### config.mk
export PLATFORM = sky130hd
export DESIGN_NAME = ctrl_cnt_ac2_prog
export DESIGN_NICKNAME = d
export VERILOG_FILES = /design/src/rtl/ctrl_cnt_ac2_prog.sv
export SDC_FILE = /design/constraint.sdc
export NUM_CORES = 1
export LEC_CHECK = 0
export ABC_AREA = 1
export CORE_AREA = 5 5 60 51
export CTS_BUF_LIST = sky130_fd_sc_hd__clkbuf_16
export CTS_CLUSTER_DIAMETER = 80
export CTS_CLUSTER_SIZE = 30
export DETAILED_ROUTE_END_ITERATION = 7
export DIE_AREA = 0 0 65 56
export GPL_TIMING_DRIVEN = 0
export PLACE_DENSITY = 0.83
export SYNTH_ARGS = -nofsm -noshare
export SYNTH_HDL_FRONTEND = slang
export SYNTH_SLANG_ARGS = --single-unit
### constraint.sdc
create_clock -name clk -period 1.79 [get_ports clk]
set_input_delay 0.358 -clock clk [delete_from_list [all_inputs] [get_ports clk]]
set_output_delay 0.358 -clock clk [all_outputs]
set_load 0.01 [all_outputs]
### src/rtl/ctrl_cnt_ac2_prog.sv
// Programmable AC2 sample counter: counts ac2_cnt strobes up to a selectable terminal value,
// repeats that window n_pass times and flags each window end and the end of the run.
//
// state | meaning
// IDLE  | waiting for start; ac2_cnt ignored; config checked on start
// RUN   | counting strobes against the latched limit and pass count
// DONE  | one-cycle completion state; pass_val holds the final count
module ctrl_cnt_ac2_prog #(
    parameter int Pw      = 8,
    parameter int NPASS_W = 4,
    localparam int CW     = $clog2(Pw) + 1
) (
    input  logic               clk,
    input  logic               rst_n,
    input  logic               cnt_clear,
    input  logic               start,
    input  logic               ac2_cnt,
    input  logic [1:0]         par_sel_Pw,
    input  logic [CW-1:0]      len_custom,
    input  logic [NPASS_W-1:0] n_pass,
    output logic               term_ac2,
    output logic               done,
    output logic               busy,
    output logic               cfg_err,
    output logic [CW-1:0]      cnt_val,
    output logic [NPASS_W-1:0] pass_val
);

    typedef enum logic [1:0] {
        IDLE = 2'b00,
        RUN  = 2'b01,
        DONE = 2'b10
    } state_t;

    state_t               state, state_nxt;
    logic [CW-1:0]        cnt_nxt;
    logic [NPASS_W-1:0]   pass_nxt;
    logic [CW-1:0]        limit_q, limit_nxt;
    logic [NPASS_W-1:0]   npass_q, npass_nxt;
    logic                 term_nxt, done_nxt, err_nxt;
    logic [CW-1:0]        limit_sel;
    logic                 cfg_bad;
    logic [NPASS_W-1:0]   pass_inc;

    always_comb begin
        limit_sel = len_custom;
        case (par_sel_Pw)
            2'b00:   limit_sel = CW'(Pw / 2);
            2'b01:   limit_sel = CW'(Pw - 2);
            2'b10:   limit_sel = CW'(Pw);
            default: limit_sel = len_custom;
        endcase
    end

    assign cfg_bad  = (limit_sel == '0) || (limit_sel > CW'(Pw)) || (n_pass == '0);
    assign pass_inc = pass_val + 1'b1;

    always_comb begin
        state_nxt = state;
        cnt_nxt   = cnt_val;
        pass_nxt  = pass_val;
        limit_nxt = limit_q;
        npass_nxt = npass_q;
        term_nxt  = 1'b0;
        done_nxt  = 1'b0;
        err_nxt   = 1'b0;
        case (state)
            IDLE: begin
                if (start) begin
                    if (cfg_bad) begin
                        err_nxt = 1'b1;
                    end else begin
                        state_nxt = RUN;
                        cnt_nxt   = CW'(1);
                        pass_nxt  = '0;
                        limit_nxt = limit_sel;
                        npass_nxt = n_pass;
                    end
                end
            end
            RUN: begin
                if (ac2_cnt) begin
                    if (cnt_val == limit_q) begin
                        cnt_nxt  = CW'(1);
                        pass_nxt = pass_inc;
                        term_nxt = 1'b1;
                        if (pass_inc == npass_q) begin
                            state_nxt = DONE;
                            done_nxt  = 1'b1;
                        end
                    end else begin
                        cnt_nxt = cnt_val + 1'b1;
                    end
                end
            end
            DONE:    state_nxt = IDLE;
            default: state_nxt = IDLE;
        endcase
    end

    // Clear behaves exactly like reset, so an aborted window never reports term/done.
    always_ff @(posedge clk) begin
        if (!rst_n || cnt_clear) begin
            state    <= IDLE;
            cnt_val  <= CW'(1);
            pass_val <= '0;
            limit_q  <= '0;
            npass_q  <= '0;
            term_ac2 <= 1'b0;
            done     <= 1'b0;
            cfg_err  <= 1'b0;
        end else begin
            state    <= state_nxt;
            cnt_val  <= cnt_nxt;
            pass_val <= pass_nxt;
            limit_q  <= limit_nxt;
            npass_q  <= npass_nxt;
            term_ac2 <= term_nxt;
            done     <= done_nxt;
            cfg_err  <= err_nxt;
        end
    end

    assign busy = (state == RUN);

endmodule

# Word-level counts from Yosys, hierarchy flattened

Index checks and enable logic that the tools add are counted.

Register bits after elaboration: 21
Output and inout port bits: 12
Bits of input ports: 15

Order comparisons: 1
Bitwise gates (word level): 6
Mux-type cells: 20
$add $sub $neg: 2
Reductions and logical operators: 16
Equal/unequal tests: 10

Operators by type and width:

| cell                                                                  | number |
|---|---|
| 4-bit 2-to-1 mux                                                      | 8 |
| 4-bit case mux with 2 select lines                                    | 2 |
| 4-bit case mux with 3 select lines                                    | 1 |
| 2-bit 2-to-1 mux                                                      | 5 |
| 5-bit AND reduction                                                   | 2 |
| 4-bit by 1-bit adder with 4-bit output, second input constant         | 2 |
| 4-bit equality test                                                   | 2 |
| 4-bit logical NOT                                                     | 2 |
| 2-bit != test, second input constant                                  | 3 |
| 1-bit NOT                                                             | 6 |
| 3-bit OR reduction                                                    | 2 |
| 2-bit by 1-bit equality test with 1-bit output, second input constant | 2 |
| 4-bit > comparator, second input constant                             | 1 |
| 2-bit logical NOT                                                     | 2 |
| 2-bit by 1-bit != test with 1-bit output, second input constant       | 2 |
| 2-bit case mux with 2 select lines                                    | 1 |
| 4-bit AND reduction                                                   | 1 |
| 4-bit OR reduction                                                    | 1 |
| 1-bit logical OR                                                      | 3 |
| 1-bit 2-to-1 mux                                                      | 3 |
| 3-bit AND reduction                                                   | 1 |
| 2-bit equality test, second input constant                            | 1 |
| 2-bit nonzero test                                                    | 1 |
| 1-bit logical NOT                                                     | 1 |

# Depth between registers and ports, before layout

Gate-level depths: netlist of the first run.

Depth in word-level cells: 8
Depth in mapped cells: 13
Depth with buffers taken out: 13

# Least setup slack after synthesis of the first run

Ideal clock, no wire load.

Kind: register to register
Start point: register pass_val[0]
End point: register state[0]
Slack: 0.270 ns
Arrival: 1.407 ns
Required time: 1.677 ns
Cell stages (with the launch flop): 10
Path buffers: 0
Library setup time: 0.113 ns
Clock period less this slack: 1.520 ns
Cells stage by stage: dfxtp_1 -> ha_1 -> xnor2_1 -> nand2_1 -> nor2_1 -> nand2_1 -> o21ai_0 -> nand2_1 -> nor2_1 -> nor2_1

Word-level cells in the longest chain between the ends: 4

RTL lines:

| what                                               | line | RTL |
|---|---|---|
| start: declaration                                 | 26   | `output logic [NPASS_W-1:0] pass_val` |
| start signal: assignment                           | 115  | `pass_val <= pass_nxt;` |
| 4-bit by 1-bit adder with 4-bit output             | 56   | `assign pass_inc = pass_val + 1'b1;` |
| 4-bit equality test                                | 87   | `if (pass_inc == npass_q) begin` |
| 2-bit by 1-bit != test with 1-bit output (no line) | --   |  |
| 5-bit AND reduction (no line)                      | --   |  |
| end signal: assignment                             | 113  | `state <= state_nxt;` |
| end: declaration                                   | 35   | `state_t state, state_nxt;` |

No other way between the ends.
A chain may end at the register's enable or synchronous reset.

# Worst setup path after layout of the first run

Start point: input len_custom[3]
End point: register cnt_val[0]

Word-level cells in the longest chain between the ends: 6

RTL lines:

| what                                                    | line | RTL |
|---|---|---|
| start: declaration                                      | 19   | `input logic [CW-1:0] len_custom,` |
| 4-bit case mux with 3 select lines *                    | 47   | `case (par_sel_Pw)` |
| 4-bit > comparator or 4-bit logical NOT (tied branches) | 55   | `assign cfg_bad = (limit_sel == '0) \|\| (limit_sel > CW'(Pw)) \|\| (n_pass == '0);` |
| 1-bit logical OR * (2 in series)                        | 55   |  |
| 2-bit != test (no line) *                               | --   |  |
| 4-bit AND reduction (no line) *                         | --   |  |
| end signal: assignment                                  | 114  | `cnt_val <= cnt_nxt;` |
| end: declaration                                        | 25   | `output logic [CW-1:0] cnt_val,` |

Every way passes the cells marked *; elsewhere a longest branch is shown, timed or not.

==> results of run 1 <==
-- cell usage after synthesis, drive strengths merged --
cell and n:
nand4 4, nand2 35, nand3 12, xor2 4, inv 22, nor4 1
clkbuf 1, nor3 3, o21ai 8, a21oi 12, xnor2 5, a21boi 3
nor3b 1, o22ai 2, ha 2, nor2 16, dfxtp 21, or2 1
-- timing repair --
item                       in CTS  in global routing
setup endpoints to repair       3                 17
buffers inserted                2                  1
resized for setup               1                  6
pin swaps                       1                  0
-- worst max-delay path: cells and delay by family --
| family | cells | cell delay, ns |
|---|---|---|
| XOR/XNOR | 1 | 0.19 |
| AO/OA/AOI/OAI | 1 | 0.20 |
| AND/OR/NAND/NOR | 5 | 0.54 |
| buffers and inverters | 2 | 0.51 |
-- registers in the layout, indices dropped and copies added, names as in the netlist --
register and count:
term_ac2 1, done 1, cnt_val 4, state 2, limit_q 4, pass_val 4, npass_q 4, cfg_err 1
-- how the worst max path moves through the flow --
stage,depth (start not counted),end,slack [ns],start
after floorplan,9,state[0],0.27,pass_val[0]
after global placement,10,npass_q[3],-0.25,par_sel_Pw[1]
after detailed placement,10,npass_q[2],-0.30,par_sel_Pw[1]
after CTS,10,pass_val[1],0.02,par_sel_Pw[1]
after global routing,12,pass_val[1],-0.01,len_custom[1]
final,9,cnt_val[0],0.11,len_custom[3]
-- power by group --
group          leakage [nW]  switching, W  internal (W)  total [W]
registers             0.171     0.0000163      0.000485   0.000501
logic                 0.441      0.000123      0.000103   0.000225
clock network        0.0423      0.000175      0.000298   0.000473
total                 0.654      0.000313      0.000886    0.00120
-- cell families after synthesis --
kind of cell	after synthesis	share of synthesized area, %
AO/OA/AOI/OAI	25	12.88
XOR/XNOR	9	7.118
adder cells (fa/ha/maj)	2	2.260
buffers and inverters	23	7.795
flip-flops	21	37.97
AND/OR/NAND/NOR	73	31.98
-- through the flow --
stage	setup WS [ns]	util (%)	power, W	cell area (sq um)	std cells
finish	0.1123	63.55	0.001199	1514	213
floorplan	0.2702	-	0.0006378	1107	153
detailed placement	-0.3035	58.82	0.0007209	1401	206
CTS	0.01636	62.71	0.001196	1494	212
global placement	-0.2525	58.82	0.0007127	1401	206
global route	-0.01445	63.55	0.001247	1514	213
-- metal layers --
metal,up-vias,global-route usage (%),routed length (microns)
met5,-,0,0
met2,36,26.68,1319
met4,0,8.133,112
li1,564,-,-
met3,8,5.455,181
met1,472,17.11,1133
-- cells in the final DEF (no fill, tap or decap), types with 5 or more instances in the layout --
cell / count
xnor2_1: 5
nand2_1: 31
dfxtp_1: 20
a21oi_1: 10
nor2_1: 13
inv_1: 19
nand3_1: 10
o21ai_0: 7
clkdlybuf4s50_1: 23
-- final cells by class --
cell class | count | area share (%)
Clock inverter | 1 | 0.2479
Multi-Input combinational cell | 109 | 39.83
Inverter | 22 | 5.455
Sequential cell | 21 | 27.85
Buffer | 1 | 0.2479
Timing Repair Buffer | 29 | 19.17
Clock buffer | 3 | 4.959
Tap cell | 27 | 2.231
==> summary.txt, run 1 <==
STA
  • Final period util: 93.73%
  • Hold WS: 0.4701 ns
  • Final Max Slew Viols: 0
  • Max Freq: 596.0 MHz
  • Slew Limit Headroom: 71.55%
  • RSZ-0062 raised after global routing: true
  • Hold Fails Final Rpt: 0
  • Tightest Pin Transition: 0.4268 ns
  • Final setup fails: 0
  • Setup_tns: 0 ns
  • Clock skew: 0.004670 ns
  • Post-route minimum period: 1.678 ns

Synthesis
  • Post-Syn Area: 1107 sq um
  • Per-instance average area after synthesis: 7.237 sq um
  • Ys Warns: 0
  • Synth top area share: 37.97%
  • Cells after synthesis: 153
  • Number of library cell types mapped by synthesis: 26
  • Mapped Nets: 170
  • Post-synthesis sequential area ratio: 37.97%
  • #FFs+latches synth: 21
  • Biggest area consumer among synthesized cells: dfxtp_1
  • Top post-synthesis cells by area: dfxtp_1 38%, nand2_1 11%, inv_1 6.1%

Placement
  • Buffers on Ports: 26
  • Routability cong.: 0.8519
  • Dpl hpwl: 2.006 mm

Global routing
  • Total gr overflow: 0
  • Total track usage: 15.74%
  • Pin count of the biggest net entering global routing: 12
  • First-pass GRT wire length: 4.402 mm
  • Vias in the first global route: 1027
  • Initial antenna violation count: 0

Critical path
  • Critical path class: in -> reg
  • Worst reg2reg setup slack: 0.18 ns
  • Critical R2R Launch: pass_val[1]
  • CP max-delay cell: clkdlybuf4s50_1
  • WP data arrival: 1.80 ns
  • Worst path max stage delay: 0.46 ns
  • Worst Setup Start Kind: input port
  • Endpoint class of the critical path: flip-flop
  • CP required: 1.91 ns
  • R2R Path End: state[0]
  • R2R depth: 12
  • CP Cell Sequence: clkdlybuf4s50_1, inv_1, a21oi_1, nand2_1, nand3_4, nand2_4, nand2_2, xor2_1, nand3_1
  • Maximum fanout along the worst path: 5

Drt
  • DR iter-0 viols: 91
  • Via/cell ratio: 5.070
  • Post-route ant nets: 0
  • DR DRC count: 0
  • Via count: 1080
  • Final wirelength: 2.746 mm
  • WL per Instance: 12.89 microns
  • First drt pass iteration count: 4

Flow run
  • Max Cap Viol: 0

Worst hold path
  • Hold path startpoint: npass_q[2]
  • Worst Hold End: npass_q[2]
  • Hold path depth: 2
  • Worst hold path class: reg -> reg

Cells and area
  • Seq. cell area: 421.7 sq um
  • Net count, final: 204
  • Final antenna diode count: 0
  • Footprint of the multi-input gates: 603.1 sq um
  • Filler cell count: 206
  • Layout cell share with drive strength beyond 1: 11.83%
  • Area Overhead vs Synth: 36.72%

Outcome
  • Status: completed

CTS
  • Clk sink count: 21
  • CTS tree: done
  • H-tree depth: 1
  • Clock tree buffer depth: 2
  • Hold Buf Count CTS: 0
  • CTS Root Cell: clkbuf_16
  • Clock slew at reported path FFs: 0.05 ns
  • Num CTS Buffers: 3
  • Skew-Pair Late Insertion Delay: 0.26 ns

Pwr
  • P_leak: 0.6543 nW
  • Power density over the cells: 792.2 nW/um^2
  • Maximum VDD drop: 0.0007049 V

Floorplanning
  • Ports: 27
  • Starting density of the core: 46.48%
  • Core box area: 2382 sq um
  • Die height: 56 microns
  • Die area: 3640 sq um
  • Site Rows: 16
  • Die Wd: 65 microns
(Power assumes the default switching activity.)
==> run 2, diff against run 1 <==
--- a/config.mk
+++ b/config.mk
@@ -6,14 +6,14 @@
 export NUM_CORES = 1
 export LEC_CHECK = 0
 export ABC_AREA = 1
-export CORE_AREA = 5 5 60 51
+export CORE_AREA = 5 5 58 50
 export CTS_BUF_LIST = sky130_fd_sc_hd__clkbuf_16
 export CTS_CLUSTER_DIAMETER = 80
 export CTS_CLUSTER_SIZE = 30
 export DETAILED_ROUTE_END_ITERATION = 7
-export DIE_AREA = 0 0 65 56
+export DIE_AREA = 0 0 63 55
 export GPL_TIMING_DRIVEN = 0
-export PLACE_DENSITY = 0.83
+export PLACE_DENSITY = 0.87
 export SYNTH_ARGS = -nofsm -noshare
 export SYNTH_HDL_FRONTEND = slang
 export SYNTH_SLANG_ARGS = --single-unit
==> constraint.sdc (replaced) <==
create_clock -name clk -period 2 [get_ports clk]
set_input_delay 0.4 -clock clk [delete_from_list [all_inputs] [get_ports clk]]
set_output_delay 0.4 -clock clk [all_outputs]
set_load 0.01 [all_outputs]
==> summary.txt, run 2 (synthesis gave the netlist of run 1 again) <==
Floorplanning
  • Die area: 3465 sq um (-4.8%)
  • Core box area: 2302 sq um (-3.4%)
  • Site Rows: 16 (unchanged)
  • Die height: 55 microns (-1.8%)
  • Starting density of the core: 48.10% (+1.6 points)
  • Die Wd: 63 microns (-3.1%)
  • Ports: 27 (unchanged)

Cells and area
  • Commonest non-fill, non-tap cells in the layout: 31 x nand2_1, 26 x clkdlybuf4s50_1, 21 x dfxtp_1
  • Most common cell after layout, fill and taps aside: nand2_1
  • Filler cell count: 185 (-10%)
  • Area Overhead vs Synth: 35.82%
  • Layout cell share with drive strength beyond 1: 11.89% (+0.064 points)
  • Net count, final: 203 (-0.49%)
  • Final antenna diode count: 0 (unchanged)
  • Final Cell Area: 1504 sq um (-0.66%)

STA
  • Final setup margin: 0.07576 ns (-0.03649 ns)
  • Final period util: 96.21%
  • Slew Limit Headroom: 72.90% (+1.4 points)
  • Hold Fails Final Rpt: 0 (unchanged)
  • Setup_tns: 0 ns (unchanged)
  • Clock skew: 0.003133 ns (-0.001538 ns)
  • Post-route minimum period: 1.924 ns
  • Hold WS: 0.4878 ns (+0.01771 ns)
  • Max Freq: 519.7 MHz
  • Final setup fails: 0 (unchanged)
  • Final Max Slew Viols: 0 (unchanged)
  • Tightest Pin Transition: 0.4064 ns (-0.02034 ns)

Drt
  • Final wirelength: 2.783 mm (+1.3%)
  • Via count: 1119 (+3.6%)
  • Post-route ant nets: 0 (unchanged)
  • Via/cell ratio: 5.278 (+4.1%)
  • DR DRC count: 0 (unchanged)
  • DR iter-0 viols: 89 (-2.2%)
  • WL per Instance: 13.13 microns (+1.8%)
  • First drt pass iteration count: 4 (unchanged)

Placement
  • Buffers on Ports: 26 (unchanged)
  • Dpl hpwl: 1.888 mm (-5.9%)
  • Routability cong.: 0.8366 (-1.8%)
  • Pre-CTS setup slack: -0.1557 ns (+0.1478 ns)
  • Post-DP Area: 1401 sq um (unchanged)

CTS
  • CTS Root Cell: clkbuf_16
  • Clk sink count: 21 (unchanged)
  • H-tree depth: 1 (unchanged)
  • CTS tree: done
  • Num CTS Buffers: 3 (unchanged)
  • Clock slew at reported path FFs: 0.06 ns (about the same)
  • Clock tree buffer depth: 2 (unchanged)
  • Skew-Pair Late Insertion Delay: 0.26 ns (about the same)

Global routing
  • First-pass GRT wire length: 4.443 mm (+0.93%)
  • Total track usage: 16.46% (+0.72 points)
  • Pin count of the biggest net entering global routing: 13 (+1)
  • Total gr overflow: 0 (unchanged)
  • Initial antenna violation count: 0 (unchanged)
  • Vias in the first global route: 1038 (+1.1%)

Pwr
  • P_leak: 0.6249 nW (-4.5%)
  • Total Power: 0.001079 W (-10%)
  • Maximum VDD drop: 0.0007448 V (+5.7%)
  • Power density over the cells: 717.4 nW/um^2 (-9.4%)

Critical path
  • Critical path class: in -> reg
  • CP required: 2.14 ns (+0.23 ns)
  • R2R depth: 13 (+1)
  • Worst Setup Start Kind: input port
  • WP data arrival: 2.07 ns (+0.27 ns)
  • Maximum fanout along the worst path: 7 (+2)
  • Endpoint class of the critical path: flip-flop
  • Worst reg2reg setup slack: 0.21 ns (+0.03 ns)

Worst hold path
  • Hold path depth: 2 (unchanged)
  • Worst hold path class: reg -> reg

Outcome
  • Status: completed

Flow run
  • Max Cap Viol: 0 (unchanged)
## run 2: per-stage QoR
step                      utilization [%]  cells
after floorplan                         -    153
after global placement              60.87    206
after detailed placement            60.87    206
after CTS                           64.35    210
after global routing                65.33    212
final                               65.33    212
## run 2: worst max-delay path, stage by stage
cell and delay, ns:
clkdlybuf4s50_1 0.55, inv_2 0.07, a21oi_2 0.16, nand3_1 0.10, nand2_1 0.11, nand3_4 0.12, nor2_4 0.19, inv_2 0.10
o21ai_1 0.18, a21oi_1 0.08
## run 2: where the power goes
group | internal [W] | switching (W)
clock | 0.000269 | 0.000161
sequential | 0.000434 | 0.0000146
combinational | 0.0000896 | 0.000111
total | 0.000792 | 0.000287
## run 2: routing by layer
layer | up-vias | routed length [microns] | track usage (%)
met3 | 4 | 130 | 5.051
met1 | 527 | 1209 | 18.54
li1 | 560 | - | -
met4 | 0 | 34 | 5.654
met2 | 28 | 1408 | 30.20
met5 | - | 0 | 0
## run 2: final timing paths
kind / end / start
worst max-delay path: npass_q[3] / par_sel_Pw[1]
worst min-delay path: limit_q[3] / limit_q[3]
worst max register to register: state[0] / pass_val[0]
worst min register to register: limit_q[3] / limit_q[3]
## run 2: timing repair
item | 4_1_cts | 5_1_grt
hold buffers | 0 | 0
gates resized for setup | 0 | 3
endpoints found under the setup margin | 0 | 4
buffers inserted | 0 | 2
## run 2: area by class of cell
class	count	area, sq um	share of cell area [%]
clock inverters	1	5.005	0.3328
well taps	27	33.78	2.246
plain buffers	1	3.754	0.2496
flip-flops and latches	21	420.4	27.95
inverters	22	82.58	5.491
repair buffers	28	275.3	18.30
clock buffers	3	75.07	4.992
multi-input cells	109	608.1	40.43
